**src/rtl/cpu_controller_pkg.sv**
```systemverilog
// cpu_controller_pkg: widths, opcodes, field positions, load codes and FSM states shared by the controller.
package cpu_controller_pkg;
    localparam int WORD_SIZE     = 19;
    localparam int OPCODE_SIZE   = 5;
    localparam int FLAG_REG_SIZE = 4;
    localparam int OP_LSB        = 14;
    localparam int DEST_LSB      = 12;
    localparam int FLAG_V = 0;
    localparam int FLAG_C = 1;
    localparam int FLAG_Z = 2;
    localparam int FLAG_N = 3;
    localparam logic [4:0] OP_NOP     = 5'b00000;
    localparam logic [4:0] OP_ALU_MAX = 5'b01111;
    localparam logic [4:0] OP_LD      = 5'b10000;
    localparam logic [4:0] OP_ST      = 5'b10001;
    localparam logic [4:0] OP_JMP     = 5'b10010;
    localparam logic [4:0] OP_BEQ     = 5'b10011;
    localparam logic [4:0] OP_BNE     = 5'b10100;
    localparam logic [4:0] OP_HLT     = 5'b11111;
    localparam logic [1:0] DEST_A       = 2'b00;
    localparam logic [1:0] DEST_B       = 2'b01;
    localparam logic [1:0] DEST_ILLEGAL = 2'b11;
    localparam logic [2:0] SEL_PC    = 3'b000;
    localparam logic [2:0] SEL_IR    = 3'b001;
    localparam logic [2:0] SEL_REG_A = 3'b010;
    localparam logic [2:0] SEL_REG_B = 3'b011;
    localparam logic [2:0] SEL_REG_C = 3'b100;
    typedef enum logic [3:0] {
        IDLE, FETCH, LOAD_IR, DECODE, EXEC, MEM, WB, PC_INC, JUMP, HALT
    } ctrl_state_t;
endpackage

```
**src/rtl/cpu_controller_if.sv**
```systemverilog
// cpu_controller_if: datapath/memory signals between the controller (master) and the datapath (slave).
interface cpu_controller_if;
    import cpu_controller_pkg::*;
    logic [WORD_SIZE-1:0]     ir;
    logic [FLAG_REG_SIZE-1:0] flags;
    logic                     mem_ready;
    logic                     mem_req;
    logic                     mem_we;
    logic                     addr_sel;
    logic                     load_en;
    logic [2:0]               load_select;
    logic                     pc_src;
    logic [3:0]               alu_op;
    logic                     flag_load;
    logic                     instr_retired;
    logic [31:0]              instr_count;
    logic                     halted;
    logic                     illegal_op;
    logic                     bus_error;
    modport master (
        input  ir, flags, mem_ready,
        output mem_req, mem_we, addr_sel, load_en, load_select, pc_src, alu_op, flag_load,
               instr_retired, instr_count, halted, illegal_op, bus_error
    );
    modport slave (
        output ir, flags, mem_ready,
        input  mem_req, mem_we, addr_sel, load_en, load_select, pc_src, alu_op, flag_load,
               instr_retired, instr_count, halted, illegal_op, bus_error
    );
endinterface

```
**src/rtl/cpu_controller_ctrl_decode.sv**
```systemverilog
// ctrl_decode: classifies opcode/dest into instruction kinds; dest=11 makes register-writing ops illegal.
module ctrl_decode
    import cpu_controller_pkg::*;
(
    input  logic [OPCODE_SIZE-1:0] op,
    input  logic [1:0]             dest,
    input  logic                   z,
    output logic                   is_alu,
    output logic                   is_ld,
    output logic                   is_st,
    output logic                   is_jmp,
    output logic                   is_br,
    output logic                   br_taken,
    output logic                   is_hlt,
    output logic                   illegal,
    output logic [2:0]             dest_sel
);
    logic alu_code, ld_code, bad_dest, known;
    assign alu_code = op != OP_NOP && op <= OP_ALU_MAX;
    assign ld_code  = op == OP_LD;
    assign bad_dest = (alu_code || ld_code) && dest == DEST_ILLEGAL;
    assign known    = op == OP_NOP || alu_code || (op >= OP_LD && op <= OP_BNE) || op == OP_HLT;
    assign illegal  = !known || bad_dest;
    assign is_alu   = alu_code && !bad_dest;
    assign is_ld    = ld_code && !bad_dest;
    assign is_st    = op == OP_ST;
    assign is_jmp   = op == OP_JMP;
    assign is_br    = op == OP_BEQ || op == OP_BNE;
    assign br_taken = (op == OP_BEQ && z) || (op == OP_BNE && !z);
    assign is_hlt   = op == OP_HLT;
    assign dest_sel = dest == DEST_A ? SEL_REG_A : dest == DEST_B ? SEL_REG_B : SEL_REG_C;
endmodule

```
**src/rtl/cpu_controller.sv**
```systemverilog
// cpu_controller: multicycle fetch/decode/execute/memory/writeback FSM with memory timeout and retire counter.
module cpu_controller
    import cpu_controller_pkg::*;
#(
    parameter int MEM_TIMEOUT = 255
) (
    input logic              clk,
    input logic              rst,
    cpu_controller_if.master bus
);
    localparam int CW = $clog2(MEM_TIMEOUT + 2);
    ctrl_state_t state;
    logic [CW-1:0] wait_cnt;
    logic [31:0] instr_count;
    logic hlt_retire, bus_err, waiting, timeout, retired;
    logic is_alu, is_ld, is_st, is_jmp, is_br, br_taken, is_hlt, illegal;
    logic [2:0] dest_sel;
    ctrl_decode u_dec (
        .op(bus.ir[OP_LSB +: OPCODE_SIZE]), .dest(bus.ir[DEST_LSB +: 2]), .z(bus.flags[FLAG_Z]),
        .is_alu(is_alu), .is_ld(is_ld), .is_st(is_st), .is_jmp(is_jmp), .is_br(is_br),
        .br_taken(br_taken), .is_hlt(is_hlt), .illegal(illegal), .dest_sel(dest_sel)
    );
    assign waiting = state == FETCH || state == MEM;
    // A ready arriving on the last allowed cycle beats the timeout
    assign timeout = MEM_TIMEOUT > 0 && waiting && !bus.mem_ready && wait_cnt == CW'(MEM_TIMEOUT - 1);
    assign retired = state == PC_INC || state == JUMP || hlt_retire;
    always_ff @(posedge clk) begin
        if (rst) begin
            state       <= IDLE;
            wait_cnt    <= '0;
            hlt_retire  <= 1'b0;
            bus_err     <= 1'b0;
            instr_count <= '0;
        end else begin
            wait_cnt    <= waiting && !bus.mem_ready ? wait_cnt + 1'b1 : '0;
            hlt_retire  <= state == DECODE && is_hlt;
            instr_count <= instr_count + 32'(retired);
            if (timeout) bus_err <= 1'b1;
            case (state)
                IDLE:    state <= FETCH;
                FETCH:   state <= bus.mem_ready ? LOAD_IR : timeout ? HALT : FETCH;
                LOAD_IR: state <= DECODE;
                DECODE:  state <= is_hlt ? HALT : is_alu ? EXEC : (is_ld || is_st) ? MEM :
                                  (is_jmp || (is_br && br_taken)) ? JUMP : PC_INC;
                EXEC:    state <= WB;
                MEM:     state <= bus.mem_ready ? (is_ld ? WB : PC_INC) : timeout ? HALT : MEM;
                WB:      state <= PC_INC;
                PC_INC:  state <= FETCH;
                JUMP:    state <= FETCH;
                HALT:    state <= HALT;
                default: state <= IDLE;
            endcase
        end
    end
    assign bus.mem_req       = waiting;
    assign bus.mem_we        = state == MEM && is_st;
    assign bus.addr_sel      = state == MEM;
    assign bus.load_en       = state == LOAD_IR || state == WB || state == PC_INC || state == JUMP;
    assign bus.load_select   = state == LOAD_IR ? SEL_IR : state == WB ? dest_sel : SEL_PC;
    assign bus.pc_src        = state == JUMP;
    assign bus.alu_op        = state == EXEC ? bus.ir[OP_LSB +: 4] : 4'd0;
    assign bus.flag_load     = state == EXEC;
    assign bus.instr_retired = retired;
    assign bus.instr_count   = instr_count;
    assign bus.halted        = state == HALT;
    assign bus.illegal_op    = state == DECODE && illegal;
    assign bus.bus_error     = bus_err;
endmodule

```
**src/flat_wrapper.sv**
```systemverilog
// flat-port wrapper written by rule: the top's interface ports become plain ports
module cpu_controller_flat import cpu_controller_pkg::*;
#(
    parameter int MEM_TIMEOUT = 255
)
  (clk, rst, bus_ir, bus_flags, bus_mem_ready, bus_mem_req, bus_mem_we, bus_addr_sel, bus_load_en, bus_load_select, bus_pc_src, bus_alu_op, bus_flag_load, bus_instr_retired, bus_instr_count, bus_halted, bus_illegal_op, bus_bus_error);
  cpu_controller_if bus_i ();
  input logic clk;
  input logic rst;
  input wire logic [$bits(bus_i.ir)-1:0] bus_ir;
  input wire logic [$bits(bus_i.flags)-1:0] bus_flags;
  input wire logic [$bits(bus_i.mem_ready)-1:0] bus_mem_ready;
  output wire logic [$bits(bus_i.mem_req)-1:0] bus_mem_req;
  output wire logic [$bits(bus_i.mem_we)-1:0] bus_mem_we;
  output wire logic [$bits(bus_i.addr_sel)-1:0] bus_addr_sel;
  output wire logic [$bits(bus_i.load_en)-1:0] bus_load_en;
  output wire logic [$bits(bus_i.load_select)-1:0] bus_load_select;
  output wire logic [$bits(bus_i.pc_src)-1:0] bus_pc_src;
  output wire logic [$bits(bus_i.alu_op)-1:0] bus_alu_op;
  output wire logic [$bits(bus_i.flag_load)-1:0] bus_flag_load;
  output wire logic [$bits(bus_i.instr_retired)-1:0] bus_instr_retired;
  output wire logic [$bits(bus_i.instr_count)-1:0] bus_instr_count;
  output wire logic [$bits(bus_i.halted)-1:0] bus_halted;
  output wire logic [$bits(bus_i.illegal_op)-1:0] bus_illegal_op;
  output wire logic [$bits(bus_i.bus_error)-1:0] bus_bus_error;
  assign bus_i.ir = bus_ir;
  assign bus_i.flags = bus_flags;
  assign bus_i.mem_ready = bus_mem_ready;
  assign bus_mem_req = bus_i.mem_req;
  assign bus_mem_we = bus_i.mem_we;
  assign bus_addr_sel = bus_i.addr_sel;
  assign bus_load_en = bus_i.load_en;
  assign bus_load_select = bus_i.load_select;
  assign bus_pc_src = bus_i.pc_src;
  assign bus_alu_op = bus_i.alu_op;
  assign bus_flag_load = bus_i.flag_load;
  assign bus_instr_retired = bus_i.instr_retired;
  assign bus_instr_count = bus_i.instr_count;
  assign bus_halted = bus_i.halted;
  assign bus_illegal_op = bus_i.illegal_op;
  assign bus_bus_error = bus_i.bus_error;
  cpu_controller #(.MEM_TIMEOUT(MEM_TIMEOUT)) u_core (.clk(clk), .rst(rst), .bus(bus_i));
endmodule
```
**config.mk**
```make
export PLATFORM = sky130hd
export DESIGN_NAME = cpu_controller_flat
export DESIGN_NICKNAME = d
export VERILOG_FILES = /design/src/rtl/cpu_controller_pkg.sv /design/src/rtl/cpu_controller_if.sv /design/src/rtl/cpu_controller_ctrl_decode.sv /design/src/rtl/cpu_controller.sv /design/src/flat_wrapper.sv
export SDC_FILE = /design/constraint.sdc
export NUM_CORES = 1
export LEC_CHECK = 0
export CORE_MARGIN = 2
export CORE_UTILIZATION = 43
export DETAILED_ROUTE_END_ITERATION = 8
export PLACE_DENSITY_LB_ADDON = 0.3
export SLEW_MARGIN = 20
export SYNTH_ARGS = -nofsm -noshare
export SYNTH_HDL_FRONTEND = slang
export SYNTH_SLANG_ARGS = --single-unit
export TNS_END_PERCENT = 10
```
**constraint.sdc**
```tcl
create_clock -name clk -period 2.35 [get_ports clk]
set_clock_uncertainty 0.15 [all_clocks]
set_input_delay 0.47 -clock clk [delete_from_list [all_inputs] [get_ports clk]]
set_output_delay 0.47 -clock clk [all_outputs]
set_load 0.02 [all_outputs]
```
* After elaboration in Yosys (flattened, before gate mapping)
Index checks and enable logic that the tools add are counted.
Word-level totals: flip-flop bits (word level) 47, output and inout bits 49, bits of input ports 26
Cells by class: add/sub/neg operators 2, reductions and logical operators 38, bitwise operators 1, order comparisons 3, multiplexer cells 15, equality and inequality tests 18
Operator list (count):
- $mux 4 | 9
- $add 32x1->32 | 1
- $pmux 4 s8 | 1
- $eq 5x5->1 const B | 6
- $eq 4x3->1 const B | 4
- $logic_or 1x1->1 | 15
- $logic_and 1x1->1 | 13
- $mux 3 | 4
- $add 9x1->9 const B | 1
- $eq 9x8->1 const B | 1
- $eq 4x2->1 const B | 2
- $eq 4x4->1 const B | 2
- $ge 5x5->1 const B | 1
- $le 5x4->1 const B | 1
- $le 5x5->1 const B | 1
- $logic_not 5->1 | 1
- $reduce_bool 5->1 | 1
- $eq 4x1->1 const B | 1
- $logic_not 1->1 | 4
- $logic_not 4->1 | 1
- $reduce_or 3->1 | 1
- $eq 2x1->1 const B | 1
- $eq 2x2->1 const B | 1
- $logic_not 2->1 | 1
- other kinds (3) | 3

* Longest topological paths before layout
depth in word-level cells 11, mapped depth 10, depth with buffers taken out 8

* Hierarchy
From an unflattened synthesis, not the netlist that was laid out.
Second synthesis, totals: cells, all modules 308, area total of the unflattened synthesis 2529.9 µm²
Modules (own cells, without submodules):
- cpu_controller | cells each 281, seq. area each 940.9 µm², area each 2349.8 µm², instances 1
- ctrl_decode | cells each 27, seq. area each 0.0 µm², area each 180.2 µm², instances 1

* Worst setup path before layout
OpenSTA, ideal clock, no wires.
kind reg2reg, start reg u_core.state[3], end reg u_core.instr_count[26], in the netlist u_core.bus.instr_count[26], buffers on the path 2, clock period less this slack 3.126 ns, arrival 2.906 ns, setup slack -0.776 ns, setup time 0.070 ns, cell stages (with the launch flop) 11, cell sequence dfxtp_1 > clkbuf_1 > nand2b_1 > nor3_1 > a311o_1 > ha_1 > ha_1 > clkbuf_1 > nand4_4 > or4_1 > a21oi_1
Between the ends: cells in the longest elaborated chain, start to end 4
RTL lines:
- start: declaration | line cpu_controller.sv:12 | ctrl_state_t state;
- start signal: assignment | line cpu_controller.sv:41 | FETCH: state <= bus.mem_ready ? LOAD_IR : timeout ? HALT : FETCH;
- start signal: assignment | line cpu_controller.sv:43 | DECODE: state <= is_hlt ? HALT : is_alu ? EXEC : (is_ld || is_st) ? MEM :
- start signal: assignment | line cpu_controller.sv:46 | MEM: state <= bus.mem_ready ? (is_ld ? WB : PC_INC) : timeout ? HALT : MEM;
- $eq 4x4->1
- net bus_pc_src | line flat_wrapper.sv:18 | output wire logic [$bits(bus_i.pc_src)-1:0] bus_pc_src;
- $logic_or 1x1->1 (2 in a row) | line cpu_controller.sv:26 | assign retired = state == PC_INC || state == JUMP || hlt_retire;
- net bus_instr_retired | line flat_wrapper.sv:21 | output wire logic [$bits(bus_i.instr_retired)-1:0] bus_instr_retired;
- $add 32x1->32 | line cpu_controller.sv:37 | instr_count <= instr_count + 32'(retired);
- end signal: assignment | line cpu_controller.sv:37
- end: declaration | line cpu_controller.sv:14 | logic [31:0] instr_count;
The timed path passes the listed nets, and every way through them passes these cells. A chain may end at the register's enable or synchronous reset.

* Worst setup path in the final report
start in bus_ir[13], end out bus_illegal_op
Between the ends: cells in the longest elaborated chain, start to end 4
RTL lines:
- start: declaration | line flat_wrapper.sv:10 | input wire logic [$bits(bus_i.ir)-1:0] bus_ir;
- $eq 2x2->1 | line cpu_controller_ctrl_decode.sv:21 | assign bad_dest = (alu_code || ld_code) && dest == DEST_ILLEGAL;
- $logic_and 1x1->1 | line cpu_controller_ctrl_decode.sv:21
- $logic_or 1x1->1 | line cpu_controller_ctrl_decode.sv:23 | assign illegal = !known || bad_dest;
- $logic_and 1x1->1 | line cpu_controller.sv:66 | assign bus.illegal_op = state == DECODE && illegal;
- end: declaration | line flat_wrapper.sv:24 | output wire logic [$bits(bus_i.illegal_op)-1:0] bus_illegal_op;
Every way passes these cells.

==> flow_summary.yaml <==
status:
  status: "finished with violations"
  violations: "setup timing"
floorplanning:
  start_util: 0.453
  io_pins: 75
  die_h_um: 80.6
  core_area_mm2: 0.00557
  dieWidth_um: 80.6
  dieArea_mm2: 0.00650
  rows: 27
power_and_ir_drop:
  power_switching_mw: 0.592
  combPwrFrac: 0.260
  leakage_nw: 1.41
  p_per_area_mw_per_mm2: 550
  swShare: 0.294
  peakVddDrop_v: 0.000346
  p_seq_frac: 0.428
  p_int_mw: 1.42
  power_mw: 2.02
  clkPwrFrac: 0.312
finish:
  area_growth_pct: 45.0
  post-route-cell-area_mm2: 0.00366
  nets: 422
  drive_above_1_share: 0.229
  n_antenna_cell: 0
  final_cell_count_no_fill: 465
  num-fill-cells: 489
critical_path:
  end_kind: "output pin"
  rr_endpoint: "u_core.bus.instr_count[20]"
  start_kind: "primary input"
  crit_type: "primary input to output pin"
  arrival_ps: 1740
  r2r_start: "u_core.state[1]"
  reg2reg_slack_ps: 40
  crit_required_ps: 1730
  path_max_fanout: 2
  r2r_cells: 9
logic_synthesis:
  ys_warn_count: 0
  synth.distinct_cells: 48
  yosysTopAreaCell: "dfxtp_1"
  synth-seq-area-share: 0.372
  syn_area_mm2: 0.00253
  synth_seq_cells: 47
  synth.top_cell.area_share: 0.372
  netlist_instances: 302
  synth_area_leaders: "dfxtp_1 (37%), a21oi_1 (5.2%), xor2_1 (4.5%), or4_1 (4.5%), nor2_1 (4.3%)"
  avgSynthCellArea_um2: 8.36
  syn_nets: 332
placed_design:
  dp_cells: 453
  placed_area_mm2: 0.00344
  io_buffer_count: 59
  dp_hpwl_um: 4610
  place.gp.congestion: 0.838
sta:
  slew_headroom: 0.600
  maxSlewViolCount: 0
  fin_crit_ps: 2360
  tns_ps: -9.33
  finalSetupViolations: 1
  min_period_over_period: 1.00
  rsz0062_at_grt: "yes"
  tightest_slew_ps: 599
  fin_hold_ws_ps: 323
  hold_viol: 0
  finalWorstSetupSlack_ps: -9.33
  max_freq_mhz: 424
detailed_routing:
  dr.pass1.iters: 5
  drt_first_iter_violations: 107
  route.vias.total: 2596
  drt_wl_total_um: 6640
  wl_per_cell_um: 14.3
  route.detailed.drc: 0
  via_per_inst: 5.58
  ant_nets: 0
clock_network:
  path_clk_slew_ps: 90
  cts-root-buf: "clkbuf_8"
  insertion_delay_ps: 300
  numCtsBuffers: 5
  htree_levels: 2
  cts_tree: "yes"
  cts_max_path_buffers: 2
  cts_hold_buf: 0
  cts.sinks: 47
grt:
  grt.busiest_layer: "met2"
  use_met1: 0.259
  met2_usage: 0.342
  groute.usage.overall: 0.197
  grt_pass1_wl_um: 10400
  grt_max_degree: 23
  met3_usage: 0.0281
  antenna_found_initial: 0
  grt_pass1_vias: 2328
  gr-total-overflow: 0
worst_hold_path:
  hold_end: "u_core.bus.bus_error"
  hold_depth: 2
  hold_start: "u_core.bus.bus_error"
  hold_class: "flip-flop to flip-flop"
flow_run:
  max_cap_viol_count: 0
sequential cells by signal (all words and copies together), names as in the netlist:
register                cells
u_core.wait_cnt             9
u_core.bus.instr_count     32
u_core.state                4
u_core.bus.bus_error        1
u_core.hlt_retire           1
power by group through the flow:
stage               clock network (mW)  registers (mW)  logic (mW)
finish                           0.629           0.862       0.525
global route                     0.669           0.866       0.572
CTS                              0.645           0.858       0.524
detailed placement                   0           0.875       0.549
global placement                     0           0.873       0.540
floorplan                            0           0.870       0.303
kinds of logic (layout without fill, tap and decap cells):
logic type | after synthesis | in the layout | synth area share
AO/OA/AOI/OAI | 60 | 60 | 0.151
XOR/XNOR | 16 | 16 | 0.0555
adder cells (fa/ha/maj) | 4 | 4 | 0.0198
buffers and inverters | 28 | 117 | 0.0495
flip-flops | 47 | 47 | 0.372
multiplexers | 2 | 2 | 0.00891
AND/OR/NAND/NOR | 145 | 147 | 0.343
worst max-delay path, cell delays in order:
cell and delay [ps]:
clkdlybuf4s50_1 490, nand2_1 80, or3_1 330, a211oi_2 190
buf_4 170
through the flow:
stage,utilization,worst slack [ps]
finish,0.657,-9.33
global route,0.657,-63.1
CTS,0.640,-115
detailed placement,0.618,-604
global placement,0.618,-583
floorplan,-,-259
cell usage after synthesis (all sizes together):
library cell / instances
or3: 8
o31ai: 14
o21bai: 1
a311oi: 1
a211oi: 1
and4b: 1
clkbuf: 13
nand4b: 1
a32oi: 1
nor2b: 8
nand2: 17
or3b: 1
or4: 16
nor2: 29
and3: 6
xnor2: 3
dfxtp: 47
or2: 2
nor4: 4
o211ai: 1
a22oi: 1
nand3: 11
nor3b: 2
nor4b: 1
nand4: 13
mux2: 2
o21ai: 9
buf: 4
a41oi: 2
o2111ai: 1
o32ai: 1
inv: 11
xor2: 13
nand2b: 5
nand3b: 2
and2: 9
a311o: 1
nor3: 4
ha: 4
a21oi: 26
and4: 5
worst max-delay path by stage:
stage / from / slack (ps) / endpoint / cells after the start
2_1_floorplan: u_core.state[2] / -260 / u_core.bus.instr_count[28] / 10
3_3_place_gp: bus_ir[16] / -580 / bus_illegal_op / 5
3_5_place_dp: bus_ir[16] / -600 / bus_illegal_op / 5
4_1_cts: bus_ir[15] / -120 / bus_illegal_op / 7
5_1_grt: u_core.state[1] / -60 / u_core.bus.instr_count[20] / 9
6_report: bus_ir[13] / -9 / bus_illegal_op / 5
routing by layer:
metal	vias up	routed length, µm	share of wire
li1	1294	-	-
met1	1223	3010	0.45
met2	73	3290	0.50
met3	6	286	0.043
met4	0	57	0.0086
met5	-	0	0
timing repair:
item                                    CTS  global route
endpoints found under the setup margin   31            25
gates resized for setup                  42            26
setup buffers                             0             2
gates cloned                              0             2
pin swaps                                 0             7
cells in the final DEF, fill, tap and decap left out, types with 3 or more instances in the layout:
| cell | count |
|---|---|
| nand3_1 | 9 |
| o31ai_1 | 14 |
| buf_2 | 3 |
| nand2b_1 | 4 |
| xnor2_1 | 3 |
| dfxtp_1 | 43 |
| or4_4 | 5 |
| xor2_1 | 13 |
| nor2b_1 | 8 |
| dlygate4sd2_1 | 8 |
| and2_1 | 8 |
| a21oi_1 | 23 |
| nand2_1 | 17 |
| and4_1 | 3 |
| and3_1 | 6 |
| clkdlybuf4s50_1 | 40 |
| nand4_4 | 3 |
| a21oi_2 | 3 |
| buf_4 | 38 |
| clkbuf_8 | 6 |
| o21ai_0 | 8 |
| clkbuf_2 | 4 |
| nor3_1 | 3 |
| nor2_1 | 29 |
| inv_1 | 11 |
| nand4_1 | 10 |
| dfxtp_2 | 4 |
| or4_1 | 11 |
| or3_1 | 8 |
area by class of cell:
| cell class | instances | area, µm² | share of cell area |
|---|---|---|---|
| Multi-Input combinational cell | 229 | 1620 | 0.441 |
| Sequential cell | 47 | 946 | 0.258 |
| Timing Repair Buffer | 98 | 848 | 0.232 |
| Tap cell | 72 | 90.1 | 0.0246 |
| Clock buffer | 6 | 82.6 | 0.0225 |
| Inverter | 11 | 41.3 | 0.0113 |
| Clock inverter | 2 | 38.8 | 0.0106 |
Note: power is estimated with default switching activity, not from simulation.
